File: src/rtl/countdown_timer_ctrl_pkg.sv
// Shared constants for the countdown timer: state encoding, BCD digit width
// and the per-digit rollover limit used by both set-mode increment and run-mode borrow.
package timer_pkg;

    localparam int BCD_W = 4;

    localparam logic [1:0] ST_SET   = 2'b00;
    localparam logic [1:0] ST_RUN   = 2'b01;
    localparam logic [1:0] ST_PAUSE = 2'b10;
    localparam logic [1:0] ST_ALARM = 2'b11;

    // In mm:ss layout the tens-of-seconds and tens-of-minutes digits stop at 5.
    function automatic logic [BCD_W-1:0] digit_limit(input int i, input bit mmss);
        return (mmss && (i == 1 || i == 3)) ? 4'd5 : 4'd9;
    endfunction

endpackage

File: src/rtl/countdown_timer_ctrl_if.sv
// Control/display bundle between the timer core and its surroundings.
// Button and TICK inputs are single-cycle pulses: each cycle they are high counts
// as exactly one event, there is no ready/backpressure, and any pulse the core
// cannot act on in that cycle is simply dropped. Outputs are level signals.
interface countdown_timer_ctrl_if #(parameter int DIGITS = 4);

    logic                  TICK;
    logic                  BLINK;
    logic                  BTN_START_STOP;
    logic                  BTN_SEL;
    logic                  BTN_INC;
    logic [4*DIGITS-1:0]   Q;
    logic [DIGITS-1:0]     E;
    logic [1:0]            STATE;
    logic                  ALARM;

    modport master (
        output TICK, BLINK, BTN_START_STOP, BTN_SEL, BTN_INC,
        input  Q, E, STATE, ALARM
    );

    modport slave (
        input  TICK, BLINK, BTN_START_STOP, BTN_SEL, BTN_INC,
        output Q, E, STATE, ALARM
    );

endinterface

File: src/rtl/countdown_timer_ctrl_bcd_digit_down.sv
// One BCD digit of the timer: loadable, wraps on increment without carry, and
// decrements only when every lower digit is zero (borrow_i), reloading to its limit.
module bcd_digit_down
    import timer_pkg::*;
(
    input  logic             clk_i,
    input  logic             rst_i,
    input  logic             ce_i,
    input  logic             load_i,
    input  logic [BCD_W-1:0] load_val_i,
    input  logic             inc_i,
    input  logic             dec_i,
    input  logic             borrow_i,
    input  logic [BCD_W-1:0] limit_i,
    output logic [BCD_W-1:0] digit_o,
    output logic             borrow_o
);

    logic [BCD_W-1:0] digit_q;
    logic [BCD_W-1:0] digit_d;

    always_comb begin
        digit_d = digit_q;
        if (load_i) begin
            digit_d = load_val_i;
        end else if (inc_i) begin
            digit_d = (digit_q >= limit_i) ? '0 : digit_q + 1'b1;
        end else if (dec_i && borrow_i) begin
            digit_d = (digit_q == '0) ? limit_i : digit_q - 1'b1;
        end
    end

    always_ff @(posedge clk_i) begin
        if (rst_i) begin
            digit_q <= '0;
        end else if (ce_i) begin
            digit_q <= digit_d;
        end
    end

    assign digit_o  = digit_q;
    assign borrow_o = (digit_q == '0) && borrow_i;

endmodule

File: src/rtl/countdown_timer_ctrl.sv
// Countdown timer core: BCD preset entry, tick-driven countdown, pause/resume
// and a timed alarm phase, driving BCD digits and enables to the display.
module countdown_timer_ctrl
    import timer_pkg::*;
#(
    parameter int DIGITS      = 4,
    parameter int MMSS_MODE   = 1,
    parameter int ALARM_TICKS = 10
) (
    input  logic                    CLK,
    input  logic                    CLR,
    input  logic                    CE,
    countdown_timer_ctrl_if.slave   bus
);

    localparam int SEL_W = $clog2(DIGITS);
    localparam int QW    = BCD_W * DIGITS;
    localparam logic [QW-1:0] Q_ONE = QW'(1);

    logic [1:0]       state_q, state_d;
    logic [QW-1:0]    preset_q, preset_d;
    logic [SEL_W-1:0] sel_q, sel_d;
    logic [7:0]       alarm_cnt_q, alarm_cnt_d;

    logic [QW-1:0]     q;
    logic [DIGITS-1:0] borrow_out;
    logic              load;
    logic              inc_any;
    logic              dec;
    logic              q_is_zero;
    logic              dec_hits_zero;

    // The top digit's borrow-out is high exactly when every digit is zero.
    assign q_is_zero     = borrow_out[DIGITS-1];
    assign dec_hits_zero = (q == Q_ONE);

    always_comb begin
        state_d     = state_q;
        preset_d    = preset_q;
        sel_d       = sel_q;
        alarm_cnt_d = alarm_cnt_q;
        load        = 1'b0;
        inc_any     = 1'b0;
        dec         = 1'b0;
        case (state_q)
            ST_SET: begin
                if (bus.BTN_START_STOP) begin
                    if (!q_is_zero) begin
                        preset_d = q;
                        state_d  = ST_RUN;
                    end
                end else if (bus.BTN_SEL) begin
                    sel_d = (sel_q == SEL_W'(DIGITS - 1)) ? '0 : sel_q + 1'b1;
                end else if (bus.BTN_INC) begin
                    inc_any = 1'b1;
                end
            end
            ST_RUN: begin
                dec = bus.TICK;
                // Reaching zero wins over a pause request in the same cycle.
                if (bus.TICK && dec_hits_zero) begin
                    state_d = ST_ALARM;
                end else if (bus.BTN_START_STOP) begin
                    state_d = ST_PAUSE;
                end
            end
            ST_PAUSE: begin
                if (bus.BTN_START_STOP) begin
                    state_d = ST_RUN;
                end else if (bus.BTN_SEL) begin
                    state_d = ST_SET;
                    load    = 1'b1;
                    sel_d   = '0;
                end
            end
            default: begin
                if (bus.BTN_START_STOP) begin
                    state_d     = ST_SET;
                    load        = 1'b1;
                    alarm_cnt_d = '0;
                end else if (bus.TICK) begin
                    if (alarm_cnt_q == 8'(ALARM_TICKS - 1)) begin
                        state_d     = ST_SET;
                        load        = 1'b1;
                        alarm_cnt_d = '0;
                    end else begin
                        alarm_cnt_d = alarm_cnt_q + 1'b1;
                    end
                end
            end
        endcase
    end

    always_ff @(posedge CLK) begin
        if (CLR) begin
            state_q     <= ST_SET;
            preset_q    <= '0;
            sel_q       <= '0;
            alarm_cnt_q <= '0;
        end else if (CE) begin
            state_q     <= state_d;
            preset_q    <= preset_d;
            sel_q       <= sel_d;
            alarm_cnt_q <= alarm_cnt_d;
        end
    end

    for (genvar i = 0; i < DIGITS; i++) begin : g_digit
        localparam logic [BCD_W-1:0] LIM = digit_limit(i, MMSS_MODE != 0);
        logic borrow_in;
        if (i == 0) begin : g_first
            assign borrow_in = 1'b1;
        end else begin : g_rest
            assign borrow_in = borrow_out[i-1];
        end
        bcd_digit_down u_digit (
            .clk_i      (CLK),
            .rst_i      (CLR),
            .ce_i       (CE),
            .load_i     (load),
            .load_val_i (preset_q[BCD_W*i +: BCD_W]),
            .inc_i      (inc_any && (sel_q == SEL_W'(i))),
            .dec_i      (dec),
            .borrow_i   (borrow_in),
            .limit_i    (LIM),
            .digit_o    (q[BCD_W*i +: BCD_W]),
            .borrow_o   (borrow_out[i])
        );
    end

    always_comb begin
        bus.E = '1;
        case (state_q)
            ST_SET: begin
                for (int i = 0; i < DIGITS; i++) begin
                    bus.E[i] = (sel_q == SEL_W'(i)) ? bus.BLINK : 1'b1;
                end
            end
            ST_ALARM: bus.E = {DIGITS{bus.BLINK}};
            default:  bus.E = '1;
        endcase
    end

    assign bus.Q     = q;
    assign bus.STATE = state_q;
    assign bus.ALARM = (state_q == ST_ALARM);

endmodule

File: src/flat_wrapper.sv
// flat-port wrapper written by rule: the top's interface ports become plain ports
module countdown_timer_ctrl_flat import timer_pkg::*;
#(
    parameter int DIGITS      = 4,
    parameter int MMSS_MODE   = 1,
    parameter int ALARM_TICKS = 10
)
  (CLK, CLR, CE, bus_TICK, bus_BLINK, bus_BTN_START_STOP, bus_BTN_SEL, bus_BTN_INC, bus_Q, bus_E, bus_STATE, bus_ALARM);
  countdown_timer_ctrl_if #(.DIGITS(DIGITS)) bus_i ();
  input  logic CLK;
  input  logic CLR;
  input  logic CE;
  input wire logic [$bits(bus_i.TICK)-1:0] bus_TICK;
  input wire logic [$bits(bus_i.BLINK)-1:0] bus_BLINK;
  input wire logic [$bits(bus_i.BTN_START_STOP)-1:0] bus_BTN_START_STOP;
  input wire logic [$bits(bus_i.BTN_SEL)-1:0] bus_BTN_SEL;
  input wire logic [$bits(bus_i.BTN_INC)-1:0] bus_BTN_INC;
  output wire logic [$bits(bus_i.Q)-1:0] bus_Q;
  output wire logic [$bits(bus_i.E)-1:0] bus_E;
  output wire logic [$bits(bus_i.STATE)-1:0] bus_STATE;
  output wire logic [$bits(bus_i.ALARM)-1:0] bus_ALARM;
  assign bus_i.TICK = bus_TICK;
  assign bus_i.BLINK = bus_BLINK;
  assign bus_i.BTN_START_STOP = bus_BTN_START_STOP;
  assign bus_i.BTN_SEL = bus_BTN_SEL;
  assign bus_i.BTN_INC = bus_BTN_INC;
  assign bus_Q = bus_i.Q;
  assign bus_E = bus_i.E;
  assign bus_STATE = bus_i.STATE;
  assign bus_ALARM = bus_i.ALARM;
  countdown_timer_ctrl #(.DIGITS(DIGITS), .MMSS_MODE(MMSS_MODE), .ALARM_TICKS(ALARM_TICKS)) u_core (.CLK(CLK), .CLR(CLR), .CE(CE), .bus(bus_i));
endmodule
File: config.mk
export PLATFORM = sky130hd
export DESIGN_NAME = countdown_timer_ctrl_flat
export DESIGN_NICKNAME = d
export VERILOG_FILES = /design/src/rtl/countdown_timer_ctrl_pkg.sv /design/src/rtl/countdown_timer_ctrl_if.sv /design/src/rtl/countdown_timer_ctrl_bcd_digit_down.sv /design/src/rtl/countdown_timer_ctrl.sv /design/src/flat_wrapper.sv
export SDC_FILE = /design/constraint.sdc
export NUM_CORES = 1
export LEC_CHECK = 0
export CELL_PAD_IN_SITES_DETAIL_PLACEMENT = 0
export CELL_PAD_IN_SITES_GLOBAL_PLACEMENT = 1
export CORE_MARGIN = 1
export CORE_UTILIZATION = 47
export CTS_CLUSTER_SIZE = 30
export DETAILED_ROUTE_END_ITERATION = 8
export GPL_ROUTABILITY_DRIVEN = 0
export PLACE_DENSITY_LB_ADDON = 0.08
export SLEW_MARGIN = 15
export SYNTH_ARGS = -nofsm -noshare
export SYNTH_HDL_FRONTEND = slang
export SYNTH_HIERARCHICAL = 1
export SYNTH_SLANG_ARGS = --single-unit
File: constraint.sdc
create_clock -name CLK -period 6.5 [get_ports CLK]
set_input_delay 1.3 -clock CLK [delete_from_list [all_inputs] [get_ports CLK]]
set_output_delay 1.3 -clock CLK [all_outputs]
set_load 0.05 [all_outputs]
==> results.yml <==
setup_path:
  cp_max_fo: 4
  max_stage_delay_ns: 0.82
  rr_worst_depth: 10
  critPathMostFrequentCell: "clkdlybuf4s50_1"
  crit_path_end_kind: "output pin"
  start_kind: "input port"
  path_class: "in2out"
  arrival_ns: 2.83
  cp_slowest_cell: "clkdlybuf4s50_1"
  reg2reg_slack_ns: 3.52
  critical_path.cell_chain: "clkdlybuf4s50_1 -> a21oi_1 -> o21bai_1 -> clkdlybuf4s50_1"
  cp.required_ns: 5.20
  crit-reg2reg-launch: "u_core/alarm_cnt_q[0]$_SDFFE_PP0P_"
  crit_end: "bus_E[3]"
  startpoint: "bus_BLINK"
  r2r_end: "u_core/g_digit[2].u_digit/digit_o[2]$_SDFFE_PP0P_"
synth:
  syn_inst: 459
  netlist.area_leader.share_pct: 25.1
  yosysMostFrequentCell: "nand2_1"
  synthTopCellsByCount: "69 x nand2_1, 44 x dfxtp_1, 40 x a21oi_1, 38 x inv_1, 35 x ha_1"
  syn_avg_cell_area_um2: 7.66
  postSynthRegisterBits: 44
  synth_edf_count: 0
  ys_types: 48
  ys_seq_area_share_pct: 25.1
  yosys_warnings: 6
  netlist_area_um2: 3520
  async_flop_share_pct: 0
  synth_area_leader_cell: "dfxtp_1"
  synthFlopType: "dfxtp_1"
  synth_area_leaders: "dfxtp_1 25%, ha_1 12%, nand2_1 7.4%, a21oi_1 5.7%, inv_1 4.1%"
die:
  start_util_pct: 48.5
  die-area_um2: 7830
  rows: 31
  io_pins: 31
  die_w_um: 88.5
  die_h_um: 88.5
  core_area_um2: 7250
route:
  wl_um: 8230
  drt_pass1_iterations: 4
  drc: 0
  via_per_inst: 5.37
  antenna_left: 0
  wl_per_cell_um: 13.3
  vias: 3321
  drt_iter0_drc: 144
placement:
  io_buffers: 30
  dpl_cell_area_um2: 4020
  post-dp-hpwl_um: 5880
clock_tree:
  hold_buffers: 0
  cts_setup_buffers: 0
  root_buffer: "clkbuf_8"
  cts_resized: 0
  insertion_delay_ns: 0.29
  cts_sinks: 44
  clockBufferDepth: 2
  cts_tree: "done"
  cts_buffers: 5
  path_clk_slew_ns: 0.08
  htreeDepth: 2
flow_run:
  drv_cap: 0
global_route:
  grt_pass1_vias: 3005
  grt_start_max_net_pins: 45
  grt_usage_pct: 22.2
  overflow: 0
  grtUsageMet2_pct: 39.4
  busiest_layer: "met2"
  antenna_found_initial: 0
  grt_pass1_wl_um: 13800
  use_met3_pct: 2.52
  grt_util_met1_pct: 29.3
min_path:
  min_path_type: "reg2reg"
sta:
  skew_ns: 0.0114
  max-slew-margin-rel_pct: 36.7
  setup_viol: 0
  finalCritPeriodShare_pct: 63.6
  period_needed_ns: 4.13
  finalHoldViolations: 0
  clock.fmax_mhz: 242
  tns_ns: 0
  slew_viol_final: 0
  rsz0062_at_grt: "no"
  worstMarginPinSlew_ns: 0.930
layout:
  diodes: 0
  synthToLayoutAreaGrowth_pct: 17.5
  fin_area_um2: 4130
  nNetsFinal: 562
  layout-drive-gt1-share_pct: 6.35
  utilization_pct: 57.0
power_and_ir_drop:
  power_leakage_nw: 1.66
  ir_worst_vdd_uv: 98.2
  power.density_nw_per_um2: 151
run_status:
  outcome: "complete, no violations"
worst max-delay path: cells and delay by family:
family | cells | cell delay (ns)
buf+inv | 2 | 1.34
compound gates | 2 | 0.20
stage by stage:
step	hold WS, ns	setup WS, ns	std cells	power [W]
after floorplan	0.431	2.92	491	0.000380
after global placement	0.436	2.32	611	0.000417
after detailed placement	0.442	2.27	611	0.000418
after CTS	0.453	2.36	619	0.000627
after global routing	0.480	2.19	619	0.000653
final	0.452	2.37	619	0.000622
registers in the layout (all words and copies together), names as in the netlist:
register,flops
u_core/alarm_cnt_q,8
u_core/bus.STATE,2
u_core/g_digit.u_digit/digit_o,16
u_core/preset_q,16
u_core/sel_q,2
worst min path at each step:
| stage | startpoint | to | slack, ns | cells after the start |
|---|---|---|---|---|
| CTS | u_core/preset_q[5]$_SDFFE_PP0P_ | u_core/preset_q[5]$_SDFFE_PP0P_ | 0.45 | 2 |
| global placement | u_core/preset_q[1]$_SDFFE_PP0P_ | u_core/preset_q[1]$_SDFFE_PP0P_ | 0.44 | 2 |
| global route | u_core/preset_q[5]$_SDFFE_PP0P_ | u_core/preset_q[5]$_SDFFE_PP0P_ | 0.48 | 2 |
| floorplan | u_core/preset_q[13]$_SDFFE_PP0P_ | u_core/preset_q[13]$_SDFFE_PP0P_ | 0.43 | 2 |
| finish | u_core/preset_q[5]$_SDFFE_PP0P_ | u_core/preset_q[5]$_SDFFE_PP0P_ | 0.45 | 2 |
| detailed placement | u_core/preset_q[5]$_SDFFE_PP0P_ | u_core/preset_q[5]$_SDFFE_PP0P_ | 0.44 | 2 |
power by group:
group | internal, W | switching [W] | total (W)
clock network | 0.000114 | 0.0000957 | 0.000210
registers | 0.000273 | 0.00000776 | 0.000281
logic | 0.0000509 | 0.0000814 | 0.000132
total | 0.000437 | 0.000185 | 0.000622
cells by family (layout without fill, tap and decap cells):
logic type,Yosys count,in the layout,synth area share (%)
xor+xnor,6,6,1.49
simple gates,192,192,29.5
buf+inv,53,82,6.80
other cells,2,34,0.214
flops,44,44,25.1
compound gates,118,118,21.8
fa+ha+maj,35,35,12.5
mux,9,9,2.70
area by class of cell:
cell class              instances  area (um^2)
clock buffers                   5         68.8
clock inverters                 3         42.5
fillers                       722         3120
inverters                      38          143
multi-input cells             394         2530
flip-flops and latches         44          881
well taps                      99          124
repair buffers                 36          345
routing by layer:
| layer | wire, um | part of all wire, % |
|---|---|---|
| met2 | 3850 | 47 |
| met3 | 206 | 2.5 |
| met4 | 33 | 0.40 |
| met5 | 0 | 0 |
| met1 | 4140 | 50 |
layout by cell type, fill, tap and decap left out, types with 10 or more instances in the layout:
cell type        instances
nand2_1                 69
dfxtp_1                 44
a21oi_1                 40
inv_1                   38
ha_1                    35
conb_1                  34
nor2_1                  32
clkdlybuf4s50_1         30
o21ai_0                 19
a211oi_1                13
nor4b_1                 12
nor2b_1                 10
nor3_1                  10
(Power assumes the default switching activity.)
